**src/rtl/scan_mux.sv**
```systemverilog
// Registered N-to-1 channel multiplexer: direct (address-selected) or round-robin
// scan selection, one-word output register with valid/ready handshake.
module scan_mux #(
  parameter int WIDTH    = 8,
  parameter int CHANNELS = 4,
  localparam int SELW    = $clog2(CHANNELS)
) (
  input  logic                       clk,
  input  logic                       reset_n,
  input  logic                       mode,
  input  logic [SELW-1:0]            address,
  input  logic [CHANNELS*WIDTH-1:0]  in_data,
  input  logic [CHANNELS-1:0]        in_valid,
  output logic [CHANNELS-1:0]        in_ack,
  output logic [WIDTH-1:0]           out_data,
  output logic [SELW-1:0]            out_channel,
  output logic                       out_valid,
  input  logic                       out_ready
);

  logic [SELW-1:0] last;
  logic [SELW-1:0] scan_sel;
  logic [SELW-1:0] sel;
  logic            scan_hit;
  logic            cand;
  logic            load;

  // Search last+1, last+2, ... wrapping; offset CHANNELS truncates back to last itself.
  always_comb begin
    scan_sel = last;
    scan_hit = 1'b0;
    for (int unsigned i = 1; i <= CHANNELS; i++) begin
      if (!scan_hit && in_valid[last + SELW'(i)]) begin
        scan_sel = last + SELW'(i);
        scan_hit = 1'b1;
      end
    end
  end

  always_comb begin
    sel  = mode ? scan_sel : address;
    cand = mode ? scan_hit : in_valid[address];
    load = cand && (!out_valid || out_ready);
  end

  always_comb begin
    in_ack = '0;
    if (load && reset_n)
      in_ack[sel] = 1'b1;
  end

  always_ff @(posedge clk or negedge reset_n) begin
    if (!reset_n) begin
      out_data    <= '0;
      out_channel <= '0;
      out_valid   <= 1'b0;
      last        <= '1;
    end else if (load) begin
      out_data    <= in_data[sel*WIDTH +: WIDTH];
      out_channel <= sel;
      out_valid   <= 1'b1;
      last        <= sel;
    end else if (out_ready) begin
      out_valid   <= 1'b0;
    end
  end

endmodule

```
**config.mk**
```make
export PLATFORM = sky130hd
export DESIGN_NAME = scan_mux
export DESIGN_NICKNAME = d
export VERILOG_FILES = /design/src/rtl/scan_mux.sv
export SDC_FILE = /design/constraint.sdc
export NUM_CORES = 1
export LEC_CHECK = 0
export BUFFER_PORTS_ARGS = -buffer_cell sky130_fd_sc_hd__buf_2
export CAP_MARGIN = 20
export CORE_ASPECT_RATIO = 0.7
export CORE_MARGIN = 4
export CORE_UTILIZATION = 42
export DETAILED_ROUTE_END_ITERATION = 8
export PLACE_DENSITY = 0.83
export RECOVER_POWER = 25
export SYNTH_ARGS = -nofsm -noshare
export SYNTH_HDL_FRONTEND = slang
export SYNTH_SLANG_ARGS = --single-unit
```
**constraint.sdc**
```tcl
create_clock -name clk -period 3.34 [get_ports clk]
set_clock_uncertainty 0.2 [all_clocks]
set_input_delay 1.002 -clock clk [delete_from_list [all_inputs] [get_ports clk]]
set_output_delay 1.002 -clock clk [all_outputs]
set_load 0.05 [all_outputs]
```
### Yosys cells after proc, flatten, opt, wreduce, memory -nomap -nowiden

Index checks and enable logic that the tools add are counted.
W data, S select, Z words.

* register bits after elaboration: 13
* output and inout port bits: 15

* $add $sub $neg: 3
* $lt $le $gt $ge: 7
* shift operators: 1
* multiplexer cells: 25
* reduce and logical (&&, ||, !) cells: 12

Operator list (count)
* $shiftx A32 B6 Y8: 1
* $lt A2 B3 Y1 const B: 6
* $mux W1: 13
* $bmux W1 S2: 5
* $mux W2: 5
* $logic_and A1 B1 Y1: 6
* $add A2 B2 Y2 const B: 2
* $logic_not A1 Y1: 4
* $mux W4: 1
* $add A2 B1 Y2 const B: 1
* $demux W1 S2: 1
* $ge A2 B1 Y1 const B: 1
* $reduce_bool A2 Y1: 1
* $logic_or A1 B1 Y1: 1

### Depth between registers and ports, before layout

* depth after elaboration: 19
* depth in mapped cells: 6

### Worst setup path before layout

No wires, ideal clock.

* path type: input port to output port
* from: input address[0]
* to: output in_ack[2]
* arrival time: 2.895 ns
* required time: 2.138 ns
* setup slack: -0.757 ns
* stages on the path: 6
* buffers on the path: 1
* path through: o21ai_0 o22ai_1 a311oi_2 buf_4 inv_1 nor3_1

* word-level cells in the longest chain between the ends: 6

Ends and longest elaborated chain
* start: declaration: line 11 `input logic [SELW-1:0] address,`
* $mux W2 / $bmux W1 S2 (equally long branches): line 41, 42
* $lt A2 B3 Y1 (not written as such) (tied with other cells): line 49 `in_ack[sel] = 1'b1;`
* $logic_and A1 B1 Y1 (not written as such) / $mux W1 (equally long branches): line 49, 42
* $mux W1 (not written as such) / $logic_and A1 B1 Y1 (equally long branches): line 49, 43
* $demux W1 S2 / $logic_and A1 B1 Y1 (equally long branches): line 49, 48
* $mux W4 (*): line 48 `if (load && reset_n)`
* end: declaration: line 14 `output logic [CHANNELS-1:0] in_ack,`

Mark *: on every way between the ends. The rest lies on a longest branch, timed or not. The select of a mux whose other input is x is not followed.

### Worst setup path in the final report

* from: input in_valid[0]
* to: output in_ack[1]

* word-level cells in the longest chain between the ends: 18

Ends and longest elaborated chain
* start: declaration: line 13 `input logic [CHANNELS-1:0] in_valid,`
* $bmux W1 S2: line 33 `if (!scan_hit && in_valid[last + SELW'(i)]) begin`
* $mux W1 (not written as such): line 33
* $mux W1: line 33
* $logic_not A1 Y1: line 33
* $logic_and A1 B1 Y1: line 33
* $mux W1: line 33
* $logic_not A1 Y1: line 33
* $logic_and A1 B1 Y1: line 33
* [2 not listed]
* $logic_and A1 B1 Y1: line 33
* $mux W2: line 33
* $mux W2: line 41 `sel = mode ? scan_sel : address;`
* $lt A2 B3 Y1 (not written as such) / $ge A2 B1 Y1 (equally long branches): line 49
* $logic_and A1 B1 Y1 (not written as such): line 49
* $mux W1 (not written as such): line 49
* $demux W1 S2: line 49
* $mux W4 (*): line 48

Marked as above.

==> reports/qor.csv <==
metric,value,unit
period_share,102.4,%
synth_cell_type_count,28,
core,1984,µm²
cts_sinks,13,
min_path_type,flip-flop to flip-flop,
clock_path_buffers,2,
path_class,input pin to primary output,
ctsHtreeMaxLevel,1,
vdd.ir_drop.worst,313.2,µV
hold_viol,0,
path_cells,buf_8 -> or4_4 -> mux2i_4 -> nor2_4 -> nand3_4 -> nor2_4 -> buf_6,
grt_pass1_vias,1002,
portBuffers,56,
fin_tns_setup,-0.3009,ns
grt_max_degree,14,
antenna_cells,0,
cts_hold_buf,0,
gr-total-overflow,0,
area_delta_synth_final,67.51,%
layout_setup_ws,-0.08163,ns
die-area,3060,µm²
p_leak,0.7391,nW
clk_pin_slew,0.08,ns
dp_hpwl,2295,µm
synth_cells,88,
gp_congestion,0.8426,
drtIter0Drc,26,
grt_pass1_wl,4623,µm
final_max_slew_viol_count,0,
route.detailed.drc,0,
fin_area,1568,µm²
yosys_warnings,0,
track_usage,20.21,%
cts_buffers,3,
nets,203,
clkLatencyLatePin,0.28,ns
required,2.14,ns
crit_path_end_kind,primary output,
met3_usage,4.225,%
drtPass1Iterations,4,
cts_tree,done,
rsz0062_at_grt,true,
row_count,13,
synth_most_common_cell,mux2i_1,
synth_top_cell_by_area,dfrtp_1,
crit_top_cell,nor2_4,
outcome,finished with violations,
drt_wl_total,3175,µm
tightest_slew,0.7048,ns
cp_num_buf_inv,2,
synth_top_flop_cell,dfrtp_1,
synth.area.top_cells,"dfrtp_1 (29%), mux2i_1 (18%), o221ai_2 (13%), dfstp_2 (5.6%), nand2_1 (4.8%)",
slowest_delay,0.54,ns
die_h,47.50,µm
layout-drive-gt1-share,65.63,%
ys_seq_area_share,35.03,%
synth-edff-count,0,
synthTopCellsByCount,"mux2i_1 (17), nand2_1 (12), dfrtp_1 (11)",
synth_seq_cells,13,
ys_async_sr_fraction,100.0,%
setup_violations,4,
grt-busiest-layer,met2,
crit_arrival,2.22,ns
finalCriticalPeriod,3.422,ns
antenna_left,0,
slew_headroom,53.01,%
slowest_stage,or4_4,
boundaryPins,57,
via_count,1029,
path_max_fanout,5,
die_x,64.42,µm
antenna_found_initial,0,
synth_nets,130,
grt_use_met2,36.27,%
max_freq,0.2923,GHz
dpl_cell_area,1386,µm²
critPathLaunchType,input pin,
avgSynthCellArea,10.64,µm²
start_util,47.16,%
netlist_area,935.9,µm²
yosysTopAreaCellShare,29.41,%
cp_top_family,simple AND/OR/NAND/NOR gates,
power_density,547.7,nW/µm²
grt_util_met1,24.53,%
violations,negative setup slack,
via_per_inst,5.416,
cts-root-buf,clkbuf_4,
whs,0.2910,ns
max_cap_viol_count,0,
wl_per_cell,16.71,µm
registers in the layout, indices dropped and copies added (netlist names):
name and count:
out_channel 2, out_data 8, out_valid 1, last 2
repair_timing:
action	4_1_cts	5_1_grt
buffers inserted	5	1
resized for setup	20	14
setup endpoints to repair	4	4
pin swaps	10	11
tightest hold or removal path, delay by kind of cell, from the launching register on:
kind             cells  cell delay [ns]
flip-flops           1             0.34
AO/OA/AOI/OAI        1             0.05
AND/OR/NAND/NOR      1             0.06
cell usage in the layout (no fill, tap or decap), types with 3 or more instances in the layout:
master / instances
dfrtp_1: 11
buf_4: 15
buf_6: 8
clkbuf_1: 3
buf_2: 46
clkbuf_4: 3
nor2_4: 3
mux2i_1: 16
nand2_1: 11
o221ai_2: 8
nand2b_1: 4
logic make-up after synthesis:
logic type	count (synthesis)	synth area share, %
flops	13	35.03
compound gates	20	22.19
simple gates	29	15.24
mux	20	22.99
buf+inv	6	4.545
layer usage:
layer / share of wire, % / vias up
met2: 49 / 47
li1: - / 479
met3: 6.9 / 9
met1: 41 / 494
met5: 0 / -
met4: 2.7 / 0
area by class of cell:
type	instances	area [µm²]
clock buffers	4	26.28
fillers	137	416.7
inverters	2	10.01
multi-input cells	69	710.7
flip-flops and latches	13	327.8
well taps	30	37.54
repair buffers	72	455.4
final timing paths:
path                              from     endpoint  slack, ns  cells past startpoint
min reg2reg                out_data[7]  out_data[7]       0.29                      2
min in group asynchronous      reset_n  out_data[2]       0.84                      2
min                        out_data[7]  out_data[7]       0.29                      2
max                        in_valid[0]    in_ack[1]      -0.08                      7
max reg2reg                    last[0]  out_data[5]       0.94                      7
max in group asynchronous      reset_n  out_data[3]       1.65                      2
report_power, final:
| group | internal [mW] | switching [mW] |
|---|---|---|
| Sequential | 0.207 | 0.0355 |
| Clock | 0.0464 | 0.0551 |
| Combinational | 0.193 | 0.322 |
| Total | 0.446 | 0.412 |
metrics by stage:
step           total power [mW]  utilization, %  setup WS [ns]  instances
3_5_place_dp             0.7028           69.86        -0.2464        180
6_report                 0.8587           79.00       -0.08163        190
3_3_place_gp             0.6898           69.86        -0.2463        180
5_1_grt                  0.9011           79.00        -0.1558        190
2_1_floorplan            0.5829               -       -0.04776         88
4_1_cts                  0.8354           76.42       -0.07803        189
(Power assumes the default switching activity.)
